===== config.mk =====
export PLATFORM = sky130hd
export DESIGN_NAME = decode_queue
export DESIGN_NICKNAME = d
export VERILOG_FILES = /design/src/rtl/riscV_unrn_pkg.sv /design/src/rtl/rv_decoder.sv /design/src/rtl/decode_queue.sv
export SDC_FILE = /design/constraint.sdc
export NUM_CORES = 1
export LEC_CHECK = 0
export ABC_AREA = 1
export BUFFER_PORTS_ARGS = -buffer_cell sky130_fd_sc_hd__buf_2
export CAP_MARGIN = 0
export CORE_UTILIZATION = 60
export DETAILED_ROUTE_END_ITERATION = 12
export PLACE_DENSITY = 0.8
export SLEW_MARGIN = 15
export SYNTH_ARGS = -nofsm -noshare
export SYNTH_HDL_FRONTEND = slang
export SYNTH_SLANG_ARGS = --single-unit

===== constraint.sdc =====
create_clock -name clk -period 11.86 [get_ports clk]
set_clock_uncertainty 0.15 [all_clocks]
set_input_delay 0.593 -clock clk [delete_from_list [all_inputs] [get_ports clk]]
set_output_delay 0.593 -clock clk [all_outputs]
set_load 0.03 [all_outputs]

===== src/rtl/riscV_unrn_pkg.sv =====
// riscV_unrn_pkg: shared definitions for the decode stage.
//   - opcode constants (RV32I major opcodes)
//   - instr_type_t : instruction format classification
//   - dec_rec_t    : decoded instruction record stored in the decode queue
package riscV_unrn_pkg;

    localparam logic [6:0] OP_LOAD   = 7'b0000011;
    localparam logic [6:0] OP_FENCE  = 7'b0001111;
    localparam logic [6:0] OP_IMM    = 7'b0010011;
    localparam logic [6:0] OP_AUIPC  = 7'b0010111;
    localparam logic [6:0] OP_STORE  = 7'b0100011;
    localparam logic [6:0] OP_REG    = 7'b0110011;
    localparam logic [6:0] OP_LUI    = 7'b0110111;
    localparam logic [6:0] OP_BRANCH = 7'b1100011;
    localparam logic [6:0] OP_JALR   = 7'b1100111;
    localparam logic [6:0] OP_JAL    = 7'b1101111;
    localparam logic [6:0] OP_SYSTEM = 7'b1110011;

    localparam logic [6:0] F7_BASE   = 7'b0000000;
    localparam logic [6:0] F7_ALT    = 7'b0100000;
    localparam logic [6:0] F7_MULDIV = 7'b0000001;

    // TYPE_NONE is zero so a reset record reads as all-zero.
    typedef enum logic [2:0] {
        TYPE_NONE = 3'd0,
        TYPE_R    = 3'd1,
        TYPE_I    = 3'd2,
        TYPE_S    = 3'd3,
        TYPE_B    = 3'd4,
        TYPE_U    = 3'd5,
        TYPE_J    = 3'd6
    } instr_type_t;

    typedef struct packed {
        logic [31:0] pc;
        logic [6:0]  opcode;
        instr_type_t instr_type;
        logic [4:0]  rd;
        logic [4:0]  rs1;
        logic [4:0]  rs2;
        logic [2:0]  funct3;
        logic [6:0]  funct7;
        logic [31:0] imm;
        logic        illegal;
    } dec_rec_t;

endpackage


===== src/rtl/rv_decoder.sv =====
// rv_decoder: purely combinational RV32I(+M) instruction decoder.
//   instr : raw 32-bit instruction
//   pc    : PC of instr, copied into the record
//   dec   : decoded record (fields not used by the format are 0)
// Build option: DECODE_QUEUE_RV32M_EN makes funct7=0000001 R-type ops legal.
module rv_decoder
    import riscV_unrn_pkg::*;
(
    input  logic [31:0] instr,
    input  logic [31:0] pc,
    output dec_rec_t    dec
);

    logic [2:0]  f3;
    logic [6:0]  f7;
    logic [31:0] imm_i, imm_s, imm_b, imm_u, imm_j;

    assign f3    = instr[14:12];
    assign f7    = instr[31:25];
    assign imm_i = {{20{instr[31]}}, instr[31:20]};
    assign imm_s = {{20{instr[31]}}, instr[31:25], instr[11:7]};
    assign imm_b = {{19{instr[31]}}, instr[31], instr[7], instr[30:25], instr[11:8], 1'b0};
    assign imm_u = {instr[31:12], 12'b0};
    assign imm_j = {{11{instr[31]}}, instr[31], instr[19:12], instr[20], instr[30:21], 1'b0};

    always_comb begin
        dec        = '0;
        dec.pc     = pc;
        dec.opcode = instr[6:0];

        // Classify and check legality; field extraction follows per format.
        case (instr[6:0])
            OP_LOAD: begin
                dec.instr_type = TYPE_I;
                dec.illegal    = (f3 == 3'b011) || (f3[2:1] == 2'b11);
            end
            OP_FENCE, OP_JALR, OP_SYSTEM: dec.instr_type = TYPE_I;
            OP_IMM: begin
                dec.instr_type = TYPE_I;
                // Shift-immediates carry funct7 in the upper immediate bits.
                if (f3 == 3'b001) begin
                    dec.funct7  = f7;
                    dec.illegal = (f7 != F7_BASE);
                end else if (f3 == 3'b101) begin
                    dec.funct7  = f7;
                    dec.illegal = (f7 != F7_BASE) && (f7 != F7_ALT);
                end
            end
            OP_STORE: begin
                dec.instr_type = TYPE_S;
                dec.illegal    = (f3 > 3'b010);
            end
            OP_BRANCH: begin
                dec.instr_type = TYPE_B;
                dec.illegal    = (f3 == 3'b010) || (f3 == 3'b011);
            end
            OP_LUI, OP_AUIPC: dec.instr_type = TYPE_U;
            OP_JAL:           dec.instr_type = TYPE_J;
            OP_REG: begin
                dec.instr_type = TYPE_R;
                case (f7)
                    F7_BASE:   dec.illegal = 1'b0;
                    F7_ALT:    dec.illegal = !((f3 == 3'b000) || (f3 == 3'b101));
`ifdef DECODE_QUEUE_RV32M_EN
                    F7_MULDIV: dec.illegal = 1'b0;
`else
                    F7_MULDIV: dec.illegal = 1'b1;
`endif
                    default:   dec.illegal = 1'b1;
                endcase
            end
            default: dec.illegal = 1'b1;
        endcase

        if (instr[1:0] != 2'b11)
            dec.illegal = 1'b1;

        case (dec.instr_type)
            TYPE_R: begin
                dec.rd     = instr[11:7];
                dec.rs1    = instr[19:15];
                dec.rs2    = instr[24:20];
                dec.funct3 = f3;
                dec.funct7 = f7;
            end
            TYPE_I: begin
                dec.rd     = instr[11:7];
                dec.rs1    = instr[19:15];
                dec.funct3 = f3;
                dec.imm    = imm_i;
            end
            TYPE_S: begin
                dec.rs1    = instr[19:15];
                dec.rs2    = instr[24:20];
                dec.funct3 = f3;
                dec.imm    = imm_s;
            end
            TYPE_B: begin
                dec.rs1    = instr[19:15];
                dec.rs2    = instr[24:20];
                dec.funct3 = f3;
                dec.imm    = imm_b;
            end
            TYPE_U: begin
                dec.rd  = instr[11:7];
                dec.imm = imm_u;
            end
            TYPE_J: begin
                dec.rd  = instr[11:7];
                dec.imm = imm_j;
            end
            default: ;
        endcase
    end

endmodule


===== src/rtl/decode_queue.sv =====
// decode_queue: decode stage buffering decoded instructions in a DEPTH-entry FIFO.
//   clk, rst_n           : clock, synchronous active-low reset
//   flush_i              : discard all queued entries
//   in_valid_i/in_ready_o: fetch handshake; in_instr_i, in_pc_i raw instruction + PC
//   out_valid_o/out_ready_i: execute handshake; out_dec_o head record (dec_rec_t)
//   count_o              : current occupancy
// Build option: DECODE_QUEUE_RV32M_EN (see rv_decoder) enables RV32M decode.
module decode_queue
    import riscV_unrn_pkg::*;
#(
    parameter int unsigned DEPTH = 4
) (
    input  logic                         clk,
    input  logic                         rst_n,
    input  logic                         flush_i,
    input  logic                         in_valid_i,
    output logic                         in_ready_o,
    input  logic [31:0]                  in_instr_i,
    input  logic [31:0]                  in_pc_i,
    output logic                         out_valid_o,
    input  logic                         out_ready_i,
    output logic [$bits(dec_rec_t)-1:0]  out_dec_o,
    output logic [$clog2(DEPTH+1)-1:0]   count_o
);

    localparam int unsigned PTR_W = $clog2(DEPTH);
    localparam int unsigned CNT_W = $clog2(DEPTH+1);

    dec_rec_t           in_dec;
    dec_rec_t           mem [DEPTH];
    dec_rec_t           head_q, head_nx;
    logic [PTR_W-1:0]   rptr_q, wptr_q, rptr_nx, wptr_nx;
    logic [CNT_W-1:0]   count_q, count_nx;
    logic               ready_q;
    logic               do_push, do_pop;

    rv_decoder u_dec (
        .instr (in_instr_i),
        .pc    (in_pc_i),
        .dec   (in_dec)
    );

    always_comb begin
        do_push = in_valid_i && ready_q && !flush_i;
        do_pop  = (count_q != '0) && out_ready_i;

        if (flush_i) begin
            rptr_nx  = '0;
            wptr_nx  = '0;
            count_nx = '0;
        end else begin
            rptr_nx  = rptr_q + PTR_W'(do_pop);
            wptr_nx  = wptr_q + PTR_W'(do_push);
            count_nx = count_q + CNT_W'(do_push) - CNT_W'(do_pop);
        end

        // Head is registered so it can hold its last value when empty; when the
        // new head is the slot being written this cycle, take the incoming record.
        head_nx = head_q;
        if (count_nx != '0)
            head_nx = (do_push && (wptr_q == rptr_nx)) ? in_dec : mem[rptr_nx];
    end

    always_ff @(posedge clk) begin
        if (!rst_n) begin
            rptr_q  <= '0;
            wptr_q  <= '0;
            count_q <= '0;
            ready_q <= 1'b1;
            head_q  <= '0;
        end else begin
            rptr_q  <= rptr_nx;
            wptr_q  <= wptr_nx;
            count_q <= count_nx;
            ready_q <= (count_nx != CNT_W'(DEPTH));
            head_q  <= head_nx;
        end
    end

    always_ff @(posedge clk) begin
        if (rst_n && do_push)
            mem[wptr_q] <= in_dec;
    end

    assign in_ready_o  = ready_q;
    assign out_valid_o = (count_q != '0);
    assign out_dec_o   = head_q;
    assign count_o     = count_q;

endmodule

# --- Yosys cells after proc, flatten, opt, wreduce, memory -nomap -nowiden ---
# Memories as Yosys holds them, arrays and structs flattened. A register that Yosys moved wholly into a read port is not among the register bits.
# Index checks and enable logic that the tools add are counted.
op_classes:
  n_addsub: 4
  order_cmp: 1
  n_eq_ne: 26
  mux: 19
  bitwise: 1
  reduce_logical: 23
op_table:
  columns: ["cell", "n"]
  rows:
  - ["one-hot mux 32 bit (5 select lines)", 1]
  - ["equality test 7 x 6 -> 1 bit, second input constant", 4]
  - ["equality test 7 bit, second input constant", 4]
  - ["two-way mux 7 bit", 4]
  - ["one-hot mux 3 bit (6 select lines)", 1]
  - ["two-way mux 5 bit", 3]
  - ["equality test 7 x 5 -> 1 bit, second input constant", 2]
  - ["equality test 3 x 2 -> 1 bit, second input constant", 4]
  - ["equality test 3 bit, second input constant", 4]
  - ["OR reduction 4 bit", 2]
  - ["equality test 7 x 2 -> 1 bit, second input constant", 1]
  - ["equality test 7 x 4 -> 1 bit, second input constant", 1]
  - ["logical NOT 7 bit", 1]
  - ["inequality test 7 x 6 -> 1 bit, second input constant", 1]
  - ["nonzero test 7 bit", 1]
  - ["equality test 3 x 1 -> 1 bit, second input constant", 2]
  - ["two-way mux 3 bit", 2]
  - ["one-hot mux 1 bit (6 select lines)", 1]
  - ["nonzero test 3 bit", 2]
  - ["OR reduction 6 bit", 1]
  - ["logical AND 1 bit", 5]
  - ["two-way mux 1 bit", 5]
  - ["OR reduction 5 bit", 1]
  - ["adder 2 x 1 -> 2 bit", 2]
  - ["14 further kinds", 19]
totals:
  regBits: 8
  ram_bits: 400
  inputBits: 69
  word_cells: 79
  n_memories: 1
mem_list:
  columns: ["memory", "words", "word_bits", "read_ports", "rd_clocked_by_memory_dff", "wr", "line_no", "text"]
  rows:
  - ["mem", 4, 100, 1, 1, 1, "decode_queue.sv:30", "dec_rec_t mem [DEPTH];"]

# --- Longest topological paths before layout ---
# Gate-level depths: netlist of run 1.
logic_depth:
  word_depth: 6
  ltp_mapped: 16

# --- Cells and area by module ---
# Synthesis of run 1 repeated with hierarchy kept, for this count alone.
unflattened:
  cells_unflattened: 2563
  area_unflattened_um2: 23548.8
modules_own_cells:
  columns: ["mod", "n_inst", "cells_per_inst", "area_each_um2"]
  rows:
  - ["decode_queue", 1, 2308, 22273.9]
  - ["rv_decoder", 1, 255, 1275.0]

# --- Least setup slack after synthesis of run 1 ---
# No wires, ideal clock.
synth_timing:
  kind: "input to register"
  startpoint: "in flush_i"
  endpoint: "mem mem[2][0] (netlist bit) (enable)"
  t_arrival_ns: 7.692
  path_slack_ns: 3.335
  path_stages: 5
  path_buffers: 0
  cell_sequence: "inv_2 > nand3_2 > inv_2 > nand2_1 > nor3_1"
synth_via:
  elab_chain_len: 5
synth_rtl:
  columns: ["item", "line_no", "text"]
  rows:
  - ["from (decl)", "decode_queue.sv:15", "input logic flush_i,"]
  - ["logical NOT 1 bit", "decode_queue.sv:44", "do_push = in_valid_i && ready_q && !flush_i;"]
  - ["logical AND 1 bit", "decode_queue.sv:44", null]
  - ["logical AND 1 bit", "decode_queue.sv:81", "if (rst_n && do_push)"]
  - ["two-way mux 1 bit", "decode_queue.sv:81", null]
  - ["two-way mux 1 bit (implied by the code)", "decode_queue.sv:82", "mem[wptr_q] <= in_dec;"]
  - ["to (decl)", "decode_queue.sv:30", null]
# No other way between the ends.

# --- Worst setup path after layout of run 1 ---
layout_timing:
  startpoint: "in flush_i"
  endpoint: "reg out_dec_o[65] (netlist name)"
layout_via:
  elab_chain_len: 6
layout_rtl:
  columns: ["item", "line_no", "text"]
  rows:
  - ["logical NOT 1 bit", "decode_queue.sv:44", null]
  - ["logical AND 1 bit", "decode_queue.sv:44", null]
  - ["adder 3 x 1 -> 3 bit", "decode_queue.sv:54", "count_nx = count_q + CNT_W'(do_push) - CNT_W'(do_pop);"]
  - ["subtractor 3 x 1 -> 3 bit", "decode_queue.sv:54", null]
  - ["two-way mux 3 bit", "decode_queue.sv:47", "if (flush_i) begin"]
  - ["nonzero test 3 bit", "decode_queue.sv:60", "if (count_nx != '0)"]
# Several ways; a longest one is shown, not always the timed one.
# A chain may end at the register's enable or synchronous reset.

==> impl_metrics.py, run 1 <==
metrics = {
    "setup_path": {
        "worst_path_required_ns": 12.23,
        "timing.critical_path.from_type": "primary input",
        "end_kind": "flop",
        "critPathMaxStageDelay_ns": 0.80,
        "timing.critical_path.cells": "buf_2, inv_6, nand3_2, ha_1, inv_1, ha_1, fa_1, o21ai_0, nand2_4, buf_4, buf_4, o21ai_0, o21bai_1, inv_1",
        "worstPathBufferInverterCount": 6,
        "largest_delay_share_family_worst_path": "buffers and inverters",
        "worst-endpoint-arrival_ns": 5.05,
        "worst-setup-path-type": "in -> reg",
        "cp_max_fo": 94,
        "slowest_stage": "sky130_fd_sc_hd__buf_4",
    },
    "timing": {
        "finalSetupTns_ns": 0,
        "slew-limit-headroom_pct": 21.9,
        "tightestPinTransition_ns": 1.17,
        "max_freq_ghz": 0.214,
        "final_min_period_over_clock_period_pct": 39.5,
        "slew_viol_final": 0,
        "timing_hold_violations_final": 0,
        "period_minus_slack_ns": 4.68,
        "rsz0062_at_grt": "no",
        "report.final.setup_viol": 0,
    },
    "logic_synthesis": {
        "mappedNetlistArea_mm2": 0.0217,
        "synth_top_family_by_area": "simple AND/OR/NAND/NOR gates",
        "yosys.area.top_type_share_pct": 55.3,
        "synth.yosys.seq_area_share_pct": 65.3,
        "synth_warnings": 0,
        "async_reset_ff_share_pct": 0,
        "synth_edf_count": 400,
        "synth_largest_area_cell": "sky130_fd_sc_hd__edfxtp_1",
        "synth_compound_gate_area_share_pct": 8.85,
        "synth.area.mux_share_pct": 0.409,
        "post_synth_fa_ha_maj_area_fraction_pct": 0.323,
        "synth_net_count": 2221,
        "yosys.cell_types.count": 44,
        "yosys_register_bits": 508,
        "syn_avg_cell_area_um2": 10.1,
        "synth-xor-area-share_pct": 0.121,
        "synthFlopType": "sky130_fd_sc_hd__edfxtp_1",
        "syn-instance-count": 2147,
        "synth.area.top_cells": "sky130_fd_sc_hd__edfxtp_1 (55%), sky130_fd_sc_hd__nand2_1 (10%), sky130_fd_sc_hd__dfxtp_1 (10%)",
        "yosys.area_share.simple_pct": 19.8,
    },
    "clocking": {
        "tritoncts": "built",
        "clock_buffers_created_by_tritoncts": 51,
        "clk_transition_reported_paths_ns": 0.06,
        "cts.path.max_buffers": 3,
        "ctsRootBufferMaster": "sky130_fd_sc_hd__clkbuf_16",
        "cts_hold_repair.buffers": 0,
        "clk_latency_ns": 0.57,
        "cts_htree_levels": 2,
        "cts_setup_buffers": 0,
        "number_of_gates_resized_after_cts": 0,
        "cts_sinks": 508,
    },
    "worst_hold_path": {
        "timing.hold.worst.class": "in -> reg",
    },
    "global_routing": {
        "overall_track_demand_over_capacity_in_global_routing_pct": 30.4,
        "maximum_number_of_pins_on_one_net_before_global_route_repair": 132,
        "grt_first_pass_wirelength_um": 85900,
        "grt_antenna_before_repair": 3,
        "grt_overflow_total": 0,
        "first_global_vias": 15800,
    },
    "power": {
        "leakagePower_nw": 9.89,
        "p_per_area_mw_per_mm2": 171,
        "irDropWorstVdd_mv": 0.192,
        "power.total_mw": 4.17,
    },
    "routing": {
        "route.met2.wl_um": 26800,
        "first_pass_iters": 6,
        "routedLengthMet1_um": 21300,
        "drtAntennaViolNets": 0,
        "routed_vias": 16500,
        "finalWirelength_um": 55200,
        "drt_first_iter_violations": 1629,
        "detailroute.wirelength.met3_um": 5170,
        "routed_wire_per_std_cell_um": 20.1,
        "drc_violations_left": 0,
        "routed.top_layer": "met5",
        "via_per_inst": 5.98,
    },
    "finish": {
        "multiInputGateArea_mm2": 0.00648,
        "layout.area.seq_mm2": 0.0142,
        "ratio_of_cells_with_drive_above_1_in_the_final_layout_pct": 14.3,
        "layout-area-overhead-vs-synth_pct": 12.4,
        "finalInstanceArea_mm2": 0.0244,
        "instances_no_fill": 2752,
        "final_net_count": 2322,
        "fill_cells": 2613,
    },
    "floorplanning": {
        "top_level_ports": 174,
        "floorplan.rows": 69,
        "floorplan.die.height_um": 192,
        "floorplan.core_area_mm2": 0.0356,
        "initial_utilization_pct": 61.0,
        "die_width_um": 192,
        "dieArea_mm2": 0.0369,
    },
    "place": {
        "detailed_place_hpwl_um": 30600,
        "dpl_cell_area_mm2": 0.0227,
        "global_placer_s_final_weighted_congestion": 0.890,
        "dp.cells": 2656,
        "numPortBuffers": 173,
    },
    "outcome": {
        "run_status": "completed",
    },
    "job": {
        "max_cap_check_violation_count": 0,
    },
}
## path summary, 6_finish.rpt
kind                            slack, ns       endpoint     startpoint  cells past startpoint
worst max-delay path                 7.18  out_dec_o[65]        flush_i                     14
worst max register to register       7.18  out_dec_o[43]     count_o[1]                     13
worst min register to register       0.32  out_dec_o[18]  out_dec_o[18]                      2
worst min-delay path                 0.11     mem[3][71]     in_pc_i[3]                      1
## metal layers
layer	global-route usage, %	vias up
li1	-	7587
met1	39.7	7900
met2	50.5	850
met3	5.24	129
met4	12.3	2
met5	0	-
## through the flow
step / hold slack [ns] / util (%) / setup WS [ns]
after floorplan: 0.405 / - / 3.34
after global routing: 0.0903 / 68.6 / 6.84
final: 0.108 / 68.6 / 7.18
after global placement: 0.299 / 63.8 / 6.78
after CTS: 0.0901 / 68.6 / 7.18
after detailed placement: 0.302 / 63.8 / 6.61
## cell usage after synthesis (7+ instances only)
library cell / number
sky130_fd_sc_hd__clkbuf_1: 60
sky130_fd_sc_hd__o21ai_1: 7
sky130_fd_sc_hd__a21oi_1: 142
sky130_fd_sc_hd__nand2_2: 16
sky130_fd_sc_hd__inv_2: 8
sky130_fd_sc_hd__buf_1: 10
sky130_fd_sc_hd__a31oi_1: 24
sky130_fd_sc_hd__mux2_2: 7
sky130_fd_sc_hd__nor2_1: 102
sky130_fd_sc_hd__nor3_1: 38
sky130_fd_sc_hd__o21ai_0: 116
sky130_fd_sc_hd__edfxtp_1: 400
sky130_fd_sc_hd__dfxtp_1: 108
sky130_fd_sc_hd__buf_2: 66
sky130_fd_sc_hd__nand3_1: 236
sky130_fd_sc_hd__nand2_1: 606
sky130_fd_sc_hd__o211ai_1: 45
sky130_fd_sc_hd__inv_1: 107
## cell usage in the layout, fill, tap and decap left out, types with 7 or more instances in the layout
master and instances:
sky130_fd_sc_hd__nand2_1 605, sky130_fd_sc_hd__clkbuf_16 51, sky130_fd_sc_hd__mux2_2 7, sky130_fd_sc_hd__nand2_2 14, sky130_fd_sc_hd__inv_1 107, sky130_fd_sc_hd__buf_2 173
sky130_fd_sc_hd__clkbuf_1 11, sky130_fd_sc_hd__nor2_1 102, sky130_fd_sc_hd__clkbuf_8 8, sky130_fd_sc_hd__o21ai_0 116, sky130_fd_sc_hd__o211ai_1 45, sky130_fd_sc_hd__dfxtp_1 108
sky130_fd_sc_hd__a31oi_1 24, sky130_fd_sc_hd__buf_4 19, sky130_fd_sc_hd__edfxtp_1 400, sky130_fd_sc_hd__clkinv_2 12, sky130_fd_sc_hd__a21oi_1 142, sky130_fd_sc_hd__nor3_1 34
sky130_fd_sc_hd__o21ai_1 7, sky130_fd_sc_hd__nand3_1 235
## registers in the layout, indices dropped and copies added (netlist names)
register and cells:
rptr_q 2, mem 400, out_dec_o 100, in_ready_o 1
count_o 3, wptr_q 2
## area by class of cell
cell class,instances,area share (%)
Sequential cell,508,58.1
Clock buffer,70,5.85
Antenna cell,2,0.0205
Timing Repair Buffer,192,4.13
Inverter,118,1.86
Clock inverter,24,1.14
Tap cell,461,2.36
Multi-Input combinational cell,1377,26.6
## cells by family after synthesis
kind of cell	count (synthesis)
AND/OR/NAND/NOR	1014
flip-flops	508
AO/OA/AOI/OAI	347
buffers and inverters	262
multiplexers	8
adder cells (fa/ha/maj)	5
XOR/XNOR	3
## power by group
| part | internal, mW | switching [mW] |
|---|---|---|
| logic | 0.137 | 0.381 |
| clock network | 0.971 | 0.661 |
| registers | 1.98 | 0.0403 |
No activity file was read; power rests on OpenSTA's default activity.
==> inputs of run 2 (changes only) <==
--- a/config.mk
+++ b/config.mk
@@ -5,12 +5,12 @@
 export SDC_FILE = /design/constraint.sdc
 export NUM_CORES = 1
 export LEC_CHECK = 0
-export ABC_AREA = 1
+export ABC_AREA = 0
 export BUFFER_PORTS_ARGS = -buffer_cell sky130_fd_sc_hd__buf_2
 export CAP_MARGIN = 0
-export CORE_UTILIZATION = 60
+export CORE_UTILIZATION = 59
 export DETAILED_ROUTE_END_ITERATION = 12
-export PLACE_DENSITY = 0.8
+export PLACE_DENSITY = 0.79
 export SLEW_MARGIN = 15
 export SYNTH_ARGS = -nofsm -noshare
 export SYNTH_HDL_FRONTEND = slang
==> constraint.sdc (replaced) <==
create_clock -name clk -period 4.6 [get_ports clk]
set_clock_uncertainty 0.15 [all_clocks]
set_input_delay 0.23 -clock clk [delete_from_list [all_inputs] [get_ports clk]]
set_output_delay 0.23 -clock clk [all_outputs]
set_load 0.03 [all_outputs]
==> impl_metrics.py, run 2 <==
metrics = {
    "logic_synthesis": {
        "synth_net_count": 1683,
        "synth_largest_area_cell": "sky130_fd_sc_hd__edfxtp_1",
        "synth_common_cells": "sky130_fd_sc_hd__edfxtp_1 (400), sky130_fd_sc_hd__nand2_1 (315), sky130_fd_sc_hd__nand3_1 (200)",
        "synth_warnings": 0,
        "yosys_register_bits": 508,
        "synth.area.top_cells": "sky130_fd_sc_hd__edfxtp_1 (59%), sky130_fd_sc_hd__dfxtp_1 (11%), sky130_fd_sc_hd__nand2_1 (5.8%)",
        "synth_edf_count": 400,
        "syn-instance-count": 1609,
        "post-synth-top-count-cell": "sky130_fd_sc_hd__edfxtp_1",
        "async_reset_ff_share_pct": 0,
        "synthFlopType": "sky130_fd_sc_hd__edfxtp_1",
        "yosys.cell_types.count": 66,
        "syn_avg_cell_area_um2": 12.7,
        "yosys.area.top_type_share_pct": 58.8,
        "mappedNetlistArea_mm2": 0.0204,
        "synth.yosys.seq_area_share_pct": 69.4,
    },
    "floorplanning": {
        "die_width_um": 188,
        "initial_utilization_pct": 60.4,
        "top_level_ports": 174,
        "floorplan.rows": 67,
        "floorplan.die.height_um": 188,
        "dieArea_mm2": 0.0354,
        "floorplan.core_area_mm2": 0.0338,
    },
    "place": {
        "global_placer_s_final_weighted_congestion": 0.845,
        "detailed_place_hpwl_um": 28100,
        "numPortBuffers": 173,
    },
    "finish": {
        "final_common_cell": "sky130_fd_sc_hd__edfxtp_1",
        "ratio_of_cells_with_drive_above_1_in_the_final_layout_pct": 17.5,
        "final_core_utilization_pct": 71.1,
        "layout-area-overhead-vs-synth_pct": 17.7,
        "largest_register_ffs": 400,
        "antenna-diode-count": 0,
        "final_net_count": 1885,
        "top_register": "mem",
        "layout.cells.most_common_list": "sky130_fd_sc_hd__edfxtp_1 (400), sky130_fd_sc_hd__nand2_1 (314), sky130_fd_sc_hd__nand3_1 (200)",
    },
    "global_routing": {
        "grt_overflow_total": 0,
        "first_global_vias": 14200,
        "maximum_number_of_pins_on_one_net_before_global_route_repair": 96,
        "grt_first_pass_wirelength_um": 77700,
        "grt_antenna_before_repair": 0,
        "overall_track_demand_over_capacity_in_global_routing_pct": 28.4,
    },
    "timing": {
        "tightestPinTransition_ns": 1.08,
        "slew_viol_final": 0,
        "report.final.setup_viol": 0,
        "final_min_period_over_clock_period_pct": 82.6,
        "slew-limit-headroom_pct": 27.8,
        "period_minus_slack_ns": 3.80,
        "finalSetupTns_ns": 0,
        "timing_hold_violations_final": 0,
        "rsz0062_at_grt": "no",
        "max_freq_ghz": 0.263,
    },
    "worst_hold_path": {
        "timing.hold.worst.class": "in -> reg",
        "timing.hold.worst_path_depth": 5,
    },
    "setup_path": {
        "cp_max_fo": 77,
        "worst_path_required_ns": 4.88,
        "worst-setup-path-type": "reg -> reg",
        "end_kind": "flop",
        "timing.critical_path.from_type": "flop",
        "r2r_worst_path_depth": 12,
        "worst-endpoint-arrival_ns": 4.08,
    },
    "routing": {
        "drt_first_iter_violations": 1324,
        "drc_violations_left": 0,
        "routed_wire_per_std_cell_um": 21.9,
        "routed_vias": 14300,
        "via_per_inst": 6.20,
        "finalWirelength_um": 50300,
        "first_pass_iters": 6,
        "drtAntennaViolNets": 0,
    },
    "clocking": {
        "cts.path.max_buffers": 3,
        "cts_setup_buffers": 0,
        "cts_sinks": 508,
        "clk_latency_ns": 0.56,
        "tritoncts": "built",
        "clk_transition_reported_paths_ns": 0.07,
        "cts_htree_levels": 2,
        "number_of_gates_resized_after_cts": 0,
        "cts_hold_repair.buffers": 66,
        "ctsRootBufferMaster": "sky130_fd_sc_hd__clkbuf_16",
        "clock_buffers_created_by_tritoncts": 50,
    },
    "power": {
        "irDropWorstVdd_mv": 0.392,
        "p_per_area_mw_per_mm2": 441,
        "leakagePower_nw": 9.00,
    },
    "job": {
        "max_cap_check_violation_count": 0,
    },
    "outcome": {
        "run_status": "completed",
    },
}
## run 2: cell count changes after synthesis, moves of 18 or more
cell	delta
sky130_fd_sc_hd__o211ai_1	-40
sky130_fd_sc_hd__inv_1	-64
sky130_fd_sc_hd__nor2_1	-38
sky130_fd_sc_hd__and2_1	+25
sky130_fd_sc_hd__o21ai_0	-75
sky130_fd_sc_hd__nor3_1	-33
sky130_fd_sc_hd__mux4_2	+34
sky130_fd_sc_hd__o221ai_1	+22
sky130_fd_sc_hd__a311oi_1	+46
sky130_fd_sc_hd__a21oi_1	-93
sky130_fd_sc_hd__nand2_1	-291
sky130_fd_sc_hd__buf_2	-18
sky130_fd_sc_hd__nand3_1	-36
## run 2: cells by family after synthesis
logic type      count (synthesis)  synth area share, %
fa+ha+maj                       5                0.343
flops                         508                 69.4
mux                            39                 4.00
compound gates                245                 8.40
buf+inv                       158                 3.33
xor+xnor                        6                0.405
simple gates                  648                 14.1
## run 2: layer usage
metal | GRT usage (%) | vias to the layer above | share of wire [%]
met5 | 0 | - | 0
met4 | 11.6 | 0 | 3.4
met3 | 4.83 | 134 | 9.7
met2 | 47.3 | 769 | 49
met1 | 37.2 | 6965 | 38
li1 | - | 6393 | -
## run 2: layout make-up
type	count	area, µm²
Multi-Input combinational cell	943	5650
Clock buffer	72	1430
Tap cell	448	561
Timing Repair Buffer	264	1890
Clock inverter	22	161
Sequential cell	508	14200
Inverter	44	165
Fill cell	2213	9760
## run 2: worst paths after layout
| path | startpoint | endpoint | slack [ns] |
|---|---|---|---|
| worst min register to register | out_dec_o[68] | out_dec_o[68] | 0.34 |
| worst min-delay path | in_valid_i | wptr_q[0] | 0.15 |
| worst max-delay path | count_o[0] | out_dec_o[9] | 0.80 |
| worst max register to register | count_o[0] | out_dec_o[9] | 0.80 |
## run 2: stage by stage
step                      cell area, µm²  cells  worst slack [ns]  hold WS (ns)  total power, mW
after floorplan                    20400   1609             0.511         0.179             6.23
after global routing               24000   2301             0.649         0.169             10.9
final                              24000   2301             0.802         0.147             10.6
after CTS                          24000   2301             0.822         0.105             10.6
after global placement             21800   2141              1.04         0.314             6.66
after detailed placement           21800   2141             0.872         0.319             6.71
## run 2: power by group
part	switching (mW)	internal, mW
clock network	1.66	2.27
logic	0.988	0.439
registers	0.122	5.13
total	2.77	7.84
## run 2: worst max-delay path, stage by stage, from the launching register on
cell and delay (ns):
sky130_fd_sc_hd__dfxtp_1 0.33, sky130_fd_sc_hd__or3_1 0.40, sky130_fd_sc_hd__and2_1 0.20, sky130_fd_sc_hd__ha_1 0.28, sky130_fd_sc_hd__inv_1 0.05, sky130_fd_sc_hd__ha_1 0.19
sky130_fd_sc_hd__fa_1 0.41, sky130_fd_sc_hd__xor3_1 0.26, sky130_fd_sc_hd__a21oi_4 0.25, sky130_fd_sc_hd__buf_12 0.34, sky130_fd_sc_hd__o21ai_4 0.36, sky130_fd_sc_hd__o221ai_1 0.35
sky130_fd_sc_hd__a21oi_1 0.08
